==> config.mk <==
export PLATFORM = sky130hd
export DESIGN_NAME = pc_fetch
export DESIGN_NICKNAME = d
export VERILOG_FILES = /design/src/rtl/pc_fetch.sv
export SDC_FILE = /design/constraint.sdc
export NUM_CORES = 1
export LEC_CHECK = 0
export ABC_AREA = 1
export CORE_ASPECT_RATIO = 0.8
export CORE_UTILIZATION = 35
export DETAILED_ROUTE_END_ITERATION = 7
export DONT_BUFFER_PORTS = 1
export GPL_TIMING_DRIVEN = 0
export HOLD_SLACK_MARGIN = 0.1
export PLACE_DENSITY_LB_ADDON = 0.3
export SLEW_MARGIN = 20
export SYNTH_ARGS = -nofsm -noshare
export SYNTH_HDL_FRONTEND = slang
export SYNTH_SLANG_ARGS = --single-unit
export TNS_END_PERCENT = 5
==> constraint.sdc <==
create_clock -name clk -period 2.12 [get_ports clk]
set_clock_uncertainty 0.1 [all_clocks]
set_input_delay 0.424 -clock clk [delete_from_list [all_inputs] [get_ports clk]]
set_output_delay 0.424 -clock clk [all_outputs]
set_load 0.05 [all_outputs]
==> src/rtl/pc_fetch.sv <==
`default_nettype none
// ============================================================================
// Module      : pc_fetch
// Description : Instruction-fetch front end of a five-stage pipeline. Owns
//               the program counter, drives the instruction ROM chip enable
//               and byte address, and registers the combinational ROM word
//               with its PC into the IF/ID pipeline register. Handles
//               sequential fetch, branch redirect, flush redirect and stall.
// Ports       : clk, rst            - clock, synchronous active-high reset
//               stall               - hold PC and IF/ID
//               branch_flag/_target - redirect request from decode
//               flush/new_pc        - exception/flush redirect request
//               pc, ce              - ROM byte address and chip enable
//               inst_i              - ROM instruction word (combinational)
//               id_pc, id_inst,
//               id_valid,
//               id_misalign         - IF/ID pipeline register contents
// Revision    : 1.0 - initial release
// ============================================================================
module pc_fetch #(
    parameter logic [31:0] RESET_PC     = 32'h0000_0000,
    parameter bit          FLUSH_SQUASH = 1'b1
) (
    input  logic        clk,
    input  logic        rst,
    input  logic        stall,
    input  logic        branch_flag,
    input  logic [31:0] branch_target,
    input  logic        flush,
    input  logic [31:0] new_pc,
    output logic [31:0] pc,
    output logic        ce,
    input  logic [31:0] inst_i,
    output logic [31:0] id_pc,
    output logic [31:0] id_inst,
    output logic        id_valid,
    output logic        id_misalign
);

    logic [31:0] pc_q,       pc_d;
    logic        ce_q,       ce_d;
    // Set by a redirect to a non-word-aligned target; consumed by the first
    // instruction captured from the redirected PC.
    logic        mis_pend_q, mis_pend_d;
    logic [31:0] id_pc_q,    id_pc_d;
    logic [31:0] id_inst_q,  id_inst_d;
    logic        id_valid_q, id_valid_d;
    logic        id_mis_q,   id_mis_d;

    // ------------------------------------------------------------------
    // Program counter / chip enable / misalign marker
    // ------------------------------------------------------------------
    always_comb begin
        pc_d       = pc_q;
        ce_d       = ce_q;
        mis_pend_d = mis_pend_q;

        if (!ce_q) begin
            // First edge out of reset only enables the ROM; pc stays put.
            ce_d = 1'b1;
        end else if (flush) begin
            pc_d       = {new_pc[31:2], 2'b00};
            mis_pend_d = |new_pc[1:0];
        end else if (stall) begin
            // Hold everything, including a pending misalign marker, so a
            // branch that arrives during a stall is simply ignored.
        end else if (branch_flag) begin
            pc_d       = {branch_target[31:2], 2'b00};
            mis_pend_d = |branch_target[1:0];
        end else begin
            // The word at pc_q is captured this edge and takes the marker.
            pc_d       = pc_q + 32'd4;
            mis_pend_d = 1'b0;
        end
    end

    // ------------------------------------------------------------------
    // IF/ID pipeline register
    // ------------------------------------------------------------------
    always_comb begin
        id_pc_d    = id_pc_q;
        id_inst_d  = id_inst_q;
        id_valid_d = id_valid_q;
        id_mis_d   = id_mis_q;

        if (flush && FLUSH_SQUASH) begin
            id_valid_d = 1'b0;
            id_inst_d  = 32'd0;
            id_mis_d   = 1'b0;
        end else if (flush || stall) begin
            // Non-squashing flush and stall both hold IF/ID.
        end else if (branch_flag) begin
            // Wrong-path word fetched this cycle is dropped (no delay slot).
            id_valid_d = 1'b0;
            id_inst_d  = 32'd0;
            id_mis_d   = 1'b0;
        end else if (ce_q) begin
            id_pc_d    = pc_q;
            id_inst_d  = inst_i;
            id_valid_d = 1'b1;
            id_mis_d   = mis_pend_q;
        end else begin
            id_valid_d = 1'b0;
            id_inst_d  = 32'd0;
            id_mis_d   = 1'b0;
        end
    end

    always_ff @(posedge clk) begin
        if (rst) begin
            pc_q       <= RESET_PC;
            ce_q       <= 1'b0;
            mis_pend_q <= 1'b0;
            id_pc_q    <= 32'd0;
            id_inst_q  <= 32'd0;
            id_valid_q <= 1'b0;
            id_mis_q   <= 1'b0;
        end else begin
            pc_q       <= pc_d;
            ce_q       <= ce_d;
            mis_pend_q <= mis_pend_d;
            id_pc_q    <= id_pc_d;
            id_inst_q  <= id_inst_d;
            id_valid_q <= id_valid_d;
            id_mis_q   <= id_mis_d;
        end
    end

    assign pc          = pc_q;
    assign ce          = ce_q;
    assign id_pc       = id_pc_q;
    assign id_inst     = id_inst_q;
    assign id_valid    = id_valid_q;
    assign id_misalign = id_mis_q;

endmodule
`default_nettype wire

== After elaboration in Yosys (flattened, before gate mapping) ==
Index checks and enable logic that the tools add are counted.

* Flip-flop bits (word level): 100
* Input bits: 101
* Output and inout bits: 99
* Logic and storage cells: 31

* Add/sub/neg operators: 1
* Equality and inequality tests: 1
* Multiplexer cells: 13
* Bitwise gates (word level): 3
* Reductions and logical operators: 6

{| class="wikitable"
|+ Operators by type and width
! operator !! count
|-
| $mux W32 || 5
|-
| $add A32 B3 Y32 const B || 1
|-
| $mux W1 || 8
|-
| $reduce_or A2 Y1 || 3
|-
| $reduce_and A4 Y1 || 1
|-
| $not A1 Y1 || 3
|-
| $ne A2 B1 Y1 const B || 1
|-
| $reduce_and A2 Y1 || 1
|-
| $logic_or A1 B1 Y1 || 1
|}

== Longest topological paths before layout ==
Gate-level depths: netlist (run 1).

* Depth after elaboration: 4
* Mapped depth: 11
* Mapped depth without buffers: 11

== Worst setup path after synthesis (run 1) ==
Ideal clock, no wire load.

* Path kind: reg2reg
* Start: reg pc_q[2], in the netlist pc[2]
* End: reg pc_q[24], in the netlist pc[24]
* Setup time: 0.133 ns
* Arrival: 1.789 ns
* Required time: 1.887 ns
* Path slack: 0.098 ns
* Cell stages (with the launch flop): 11
* Clock period less this slack: 2.022 ns
* Cells stage by stage: dfxtp_1 ha_1 nand2_2 nor2_4 nand2_1 nor2_4 nand3_1 nand3_1 nand2_1 nand2_1 a21oi_2

* Cells in the longest elaborated chain, start to end: 4

{| class="wikitable"
|+ Ends and longest elaborated chain
! element !! line !! source
|-
| from (decl) || 40 || <nowiki>logic [31:0] pc_q, pc_d;</nowiki>
|-
| from (signal assigned) || 119 || <nowiki>pc_q <= pc_d;</nowiki>
|-
| $add A32 B3 Y32 || 72 || <nowiki>pc_d = pc_q + 32'd4;</nowiki>
|-
| $mux W32 || 67 || <nowiki>end else if (branch_flag) begin</nowiki>
|-
| $mux W32 || 64 || <nowiki>end else if (stall) begin</nowiki>
|-
| $mux W32 || 61 || <nowiki>end else if (flush) begin</nowiki>
|}

Every way passes these cells. The select of a mux whose other input is x is not followed.
A chain may end at the register's enable or synchronous reset.

== Worst setup path in the final report (run 1) ==
* Start: reg pc_q[5], in the netlist pc[5]
* End: reg pc_q[16], in the netlist pc[16]

Same word-level chain as after synthesis.

==> qor.yml, run 1 <==
drc_errors: 0
layout_min_cycle_time_ns: 1.98
ir_worst_vdd_v: 0.000425
cts_tree: "yes"
relSlewSlack: 0.535
synth_fa_ha_area_frac: 0.00260
ys_seq_area_frac: 0.399
synth_seq_cells: 96
slowest_delay_ns: 0.54
vias: 4915
path_clk_slew_ns: 0.07
synth-compound-area-share: 0.162
clkPwrFrac: 0.391
grt_antenna_before_repair: 0
synth_top_area_share: 0.399
finalSetupTns_ns: 0
comb_power_share: 0.101
hp-class: "primary input to flip-flop"
cts.sinks: 96
firstDrtPassIters: 5
final_max_slew_viol_count: 0
required_ns: 2.30
syn_inst: 743
crit_arrival_ns: 2.15
clkLatencyLatePin_ns: 0.35
cts_buffers: 9
p_switching_uw: 1320
viasPerCell: 5.14
fin_ws_ns: 0.144
path_class: "flip-flop to flip-flop"
seqPwrFrac: 0.508
hold_start: "inst_i[19]"
postRouteAntennaNets: 0
critPathMostFrequentCell: "nand2_1"
root_buffer: "clkbuf_16"
drt_iter0_drc: 439
area_growth_pct: 15.9
final_common_cell: "nand2_1"
place_ws_ns: -0.166
postPlaceCellArea_sq_um: 5050
grt_max_degree: 16
p_int_uw: 2970
status: "finished clean"
clockBufferDepth: 2
grt_pass1_wl_um: 25500
timing.final.crit_share: 0.932
crit_chain: "inv_1 -> nor2_4 -> nand2_1 -> nor2_4 -> or2_1 -> nand3_1 -> nand2_1 -> nand2_1 -> a21oi_1"
r2r-start: "pc[5]$_SDFFE_PP0P_"
r2r_cells: 9
final_cell_mix: "233 x nand2_1, 115 x nor2_1, 101 x a21oi_1"
cpMaxStageDelayCell: "dfxtp_2"
place_congestion: 0.934
io_pins: 200
drv_cap: 0
start_kind: "flip-flop"
yosysWarningCount: 0
final_nets: 879
rsz0062_at_grt: "true"
wl_per_cell_um: 17.6
antenna_cells: 0
wirelength_um: 16800
htree_levels: 3
hold_viol: 0
yosys-top-cells-area: "dfxtp_1 40%, nand2_1 18%, a21oi_1 10%"
synth_area_sq_um: 4820
swShare: 0.307
die-width_um: 133
whs_ns: 0.113
fp.dieH_um: 107
power_density_nw_per_um2: 767
synth_top_family_by_area: "simple AND/OR/NAND/NOR gates"
dp_hpwl_um: 12700
core_area_sq_um: 13100
yosysTopAreaCell: "dfxtp_1"
grt.overflow.total: 0
tightestPinTransition_ns: 0.697
end_kind: "flip-flop"
r2r_slack_ns: 0.14
syn_area_per_cell_sq_um: 6.49
max_freq_mhz: 506
ys_types: 29
grt_pass1_vias: 4483
whs_endpoint: "id_inst[19]$_SDFFE_PP0N_"
dieArea_sq_um: 14200
start_util: 0.366
hold_path_depth: 2
finalSetupViolCount: 0
r2r-end: "pc[16]$_SDFFE_PP0P_"
placementRows: 37
synth_mux_area_frac: 0
drive_gt1_frac: 0.113
p_leak_uw: 0.00204
synthXorXnorAreaFrac: 0.0109
final_area_sq_um: 5580
track_usage: 0.237
numPortBuffers: 0
synth-simple-area-share: 0.361
post_cts.repair.setup_buffers: 0
worstPathMaxFanout: 5
==> logic make-up (layout without fill, tap and decap cells) <==
family,count (synthesis),in the layout
AO/OA/AOI/OAI,151,151
XOR/XNOR,6,6
adder cells (fa/ha/maj),1,1
buffers and inverters,74,110
flip-flops,96,96
other,1,4
AND/OR/NAND/NOR,414,414
==> Yosys cell counts <==
cell type  instances
inv_1             23
buf_2             12
clkinv_1           1
ha_1               1
nor2_1           115
buf_4              4
nor2_2             4
and2_1             2
o21bai_1           2
or2_1              4
buf_1              1
nand2_2            5
nand3_1           36
nand2_1          233
inv_2              6
a21oi_1          101
a31oi_1            1
a21oi_2            3
conb_1             1
dfxtp_1           96
a211oi_1           2
xnor2_1            6
nor2_4            10
o21ai_1            2
nor3_1             1
clkbuf_1          27
nand2_4            3
nand3_2            1
o21ai_0           40
==> through the flow <==
| step | power, uW | utilization | instances |
|---|---|---|---|
| after floorplan | 2480 | - | 746 |
| after global placement | 2610 | 0.384 | 921 |
| after detailed placement | 2610 | 0.384 | 921 |
| after CTS | 4330 | 0.423 | 957 |
| after global routing | 4460 | 0.425 | 957 |
| final | 4280 | 0.425 | 957 |
==> worst max-delay path: cells and delay by family (launching register included) <==
kind	cells	cell delay, ns
buffers and inverters	1	0.23
AO/OA/AOI/OAI	1	0.11
flip-flops	1	0.54
AND/OR/NAND/NOR	7	0.92
==> how the worst max path moves through the flow <==
stage	startpoint	end	slack [ns]	depth (start not counted)
after floorplan	pc[2]$_SDFFE_PP0P_	pc[24]$_SDFFE_PP0P_	0.1	10
after global placement	pc[2]$_SDFFE_PP0P_	pc[24]$_SDFFE_PP0P_	-0.16	10
after detailed placement	pc[2]$_SDFFE_PP0P_	pc[24]$_SDFFE_PP0P_	-0.17	10
after CTS	pc[17]$_SDFFE_PP0P_	pc[27]$_SDFFE_PP0P_	0.006	10
after global routing	pc[25]$_SDFFE_PP0P_	pc[27]$_SDFFE_PP0P_	-0.03	10
final	pc[5]$_SDFFE_PP0P_	pc[16]$_SDFFE_PP0P_	0.14	9
==> power groups by stage <==
stage,Combinational (uW),Sequential [uW],Clock (uW)
2_1_floorplan,300,2180,0
3_3_place_gp,394,2210,0
4_1_cts,428,2170,1720
5_1_grt,486,2190,1790
6_report,432,2180,1670
3_5_place_dp,396,2210,0
==> repair_timing <==
action                                  CTS  global route
gates resized for setup                  10            17
endpoints found under the hold margin    20             0
endpoints found under the setup margin   17            29
hold buffers                             20             0
==> layer usage <==
metal	part of all wire	vias to the layer above	GRT usage
li1	-	2437	-
met1	0.47	2258	0.331
met2	0.42	203	0.347
met3	0.096	17	0.0790
met4	0.015	0	0.0584
met5	0	-	0
==> final cells by class <==
cell class                      count  area [sq um]
Fill cell                        1427          7560
Multi-Input combinational cell    576          2600
Sequential cell                    96          1960
Clock buffer                       11           243
Tap cell                          175           219
Timing Repair Buffer               20           200
Buffer                             44           195
Inverter                           30           113
Clock inverter                      5          56.3
==> registers in the layout, summed over array words and instances (netlist names) <==
signal       cells
id_inst         32
mis_pend_q       1
ce               1
id_pc           30
id_misalign      1
pc              30
id_valid         1
Power figures use the tool's default switching activity.
==> run 2, diff against run 1 <==
CELL_PAD_IN_SITES_DETAIL_PLACEMENT = 1   (was default)
CELL_PAD_IN_SITES_GLOBAL_PLACEMENT = 1   (was default)
==> run 2 against run 1 <==
Clock power shrank 6%. Highest routed layer unchanged. Routed wire length grew 7.9%. Final area shrank 2.8%. Cell count shrank 1.7%. Sequential power is essentially flat. Power shrank 3.0%.
==> qor.yml, run 2 (same netlist as run 1, synthesis figures left out) <==
r2r_cells: 10  # was 9
power_density_nw_per_um2: 766  # was 767 nW/um^2
required_ns: 2.29  # was 2.30 ns
htree_levels: 3  # unchanged
cts_buffers: 9  # unchanged
r2r-start: "pc[2]$_SDFFE_PP0P_"  # was pc[5]$_SDFFE_PP0P_
status: "finished clean"  # unchanged
start_kind: "flip-flop"  # unchanged
clkLatencyLatePin_ns: 0.35  # about the same
timing.final.crit_share: 0.920  # was 0.932
track_usage: 0.253  # was 0.237
dieArea_sq_um: 14200  # unchanged
comb_power_share: 0.099  # was 0.101
placementRows: 37  # unchanged
wirelength_um: 18100  # was 16800 um
antenna_cells: 0  # unchanged
hold_viol: 0  # unchanged
drv_cap: 0  # unchanged
final_cell_mix: "233 x nand2_1, 115 x nor2_1, 101 x a21oi_1"  # unchanged
hold_path_depth: 2  # unchanged
end_kind: "flip-flop"  # unchanged
place_congestion: 0.866  # was 0.934
finalSetupViolCount: 0  # unchanged
drt_iter0_drc: 269  # was 439
postRouteAntennaNets: 0  # unchanged
total_power_uw: 4160  # was 4280 uW
path_class: "flip-flop to flip-flop"  # unchanged
seqPwrFrac: 0.524  # was 0.508
final_nets: 863  # was 879
rsz0062_at_grt: "false"  # was true
swShare: 0.319  # was 0.307
path_clk_slew_ns: 0.07  # about the same
clkPwrFrac: 0.377  # was 0.391
r2r-end: "pc[14]$_SDFFE_PP0P_"  # was pc[16]$_SDFFE_PP0P_
start_util: 0.366  # unchanged
max_freq_mhz: 513  # was 506 MHz
whs_endpoint: "id_inst[3]$_SDFFE_PP0N_"  # was id_inst[19]$_SDFFE_PP0N_
place_ws_ns: -0.244  # was -0.166 ns
r2r_slack_ns: 0.17  # was 0.14 ns
hold_start: "inst_i[3]"  # was inst_i[19]
vias: 4982  # was 4915
dp_hpwl_um: 14100  # was 12700 um
crit_arrival_ns: 2.12  # was 2.15 ns
final_max_slew_viol_count: 0  # unchanged
p_int_uw: 2830  # was 2970 uW
fin_ws_ns: 0.170  # was 0.144 ns
io_pins: 200  # unchanged
grt_max_degree: 16  # unchanged
grt.overflow.total: 0  # unchanged
cts_tree: "yes"  # unchanged
final_common_cell: "nand2_1"  # unchanged
firstDrtPassIters: 4  # was 5
clockBufferDepth: 2  # unchanged
drc_errors: 0  # unchanged
worstPathMaxFanout: 6  # was 5
relSlewSlack: 0.557  # was 0.535
ir_worst_vdd_v: 0.000500  # was 0.000425 V
layout_min_cycle_time_ns: 1.95  # was 1.98 ns
tightestPinTransition_ns: 0.663  # was 0.697 ns
p_switching_uw: 1330  # was 1320 uW
core_area_sq_um: 13100  # unchanged
grt_antenna_before_repair: 0  # unchanged
numPortBuffers: 0  # unchanged
grt_pass1_wl_um: 27300  # was 25500 um
root_buffer: "clkbuf_16"  # unchanged
p_leak_uw: 0.00196  # was 0.00204 uW
viasPerCell: 5.29  # was 5.14
area_growth_pct: 12.6  # was 15.9%
largest_register_ffs: 32  # unchanged
grt_pass1_vias: 5009  # was 4483
die-width_um: 133  # unchanged
drive_gt1_frac: 0.120  # was 0.113
wl_per_cell_um: 19.3  # was 17.6 um
cts.sinks: 96  # unchanged
hp-class: "primary input to flip-flop"  # unchanged
fp.dieH_um: 107  # unchanged
run 2: layout make-up:
cell class | instances | area [sq um]
tap | 175 | 219
fill | 1766 | 7720
buffer | 44 | 195
clock inverter | 4 | 28.8
inverter | 30 | 113
multi-input combinational | 576 | 2610
clock buffer | 12 | 246
sequential | 96 | 1970
timing repair buffer | 4 | 37.5
run 2: power by group through the flow:
stage | combinational, uW | sequential [uW] | clock [uW]
CTS | 408 | 2180 | 1600
global placement | 386 | 2210 | 0
detailed placement | 403 | 2210 | 0
floorplan | 300 | 2180 | 0
finish | 411 | 2180 | 1570
global route | 462 | 2190 | 1670
run 2: worst max-delay path, cell delays in order (launching register included):
cell,delay (ns)
dfxtp_4,0.49
ha_4,0.18
nand2_2,0.07
nor2_4,0.18
nand2_4,0.13
nor2_2,0.22
or2_1,0.14
nand3_1,0.10
nand2_1,0.09
nand2_1,0.05
a21oi_1,0.12
run 2: repair_timing:
action	in CTS	in global routing
endpoints found under the setup margin	20	25
pin swaps	0	3
hold buffers	1	2
resized for setup	17	20
setup buffers	0	1
endpoints found under the hold margin	1	2
run 2: worst max-delay path by stage:
stage | from | end | depth (start not counted)
5_1_grt | pc[17]$_SDFFE_PP0P_ | pc[26]$_SDFFE_PP0P_ | 10
6_report | pc[2]$_SDFFE_PP0P_ | pc[14]$_SDFFE_PP0P_ | 10
2_1_floorplan | pc[2]$_SDFFE_PP0P_ | pc[24]$_SDFFE_PP0P_ | 10
4_1_cts | pc[2]$_SDFFE_PP0P_ | pc[14]$_SDFFE_PP0P_ | 10
3_3_place_gp | pc[2]$_SDFFE_PP0P_ | pc[30]$_SDFFE_PP0P_ | 10
3_5_place_dp | pc[2]$_SDFFE_PP0P_ | pc[14]$_SDFFE_PP0P_ | 10
run 2: per-stage QoR:
stage / TNS, ns / cell area, sq um / utilization / hold slack (ns) / instances
after global routing: 0 / 5430 / 0.413 / 0.100 / 941
after global placement: -1.60 / 5050 / 0.384 / 0.354 / 921
after CTS: 0 / 5360 / 0.407 / 0.101 / 938
after floorplan: 0 / 4830 / - / 0.339 / 746
after detailed placement: -2.77 / 5050 / 0.384 / 0.384 / 921
final: 0 / 5430 / 0.413 / 0.110 / 941
run 2: per-layer routing:
metal / share of wire / GRT usage / vias to the layer above / wire (um)
met5: 0 / 0 / - / 0
met4: 0.019 / 0.0844 / 0 / 345
met3: 0.089 / 0.0879 / 22 / 1620
met2: 0.44 / 0.390 / 189 / 8010
met1: 0.45 / 0.329 / 2367 / 8160
li1: - / - / 2404 / -
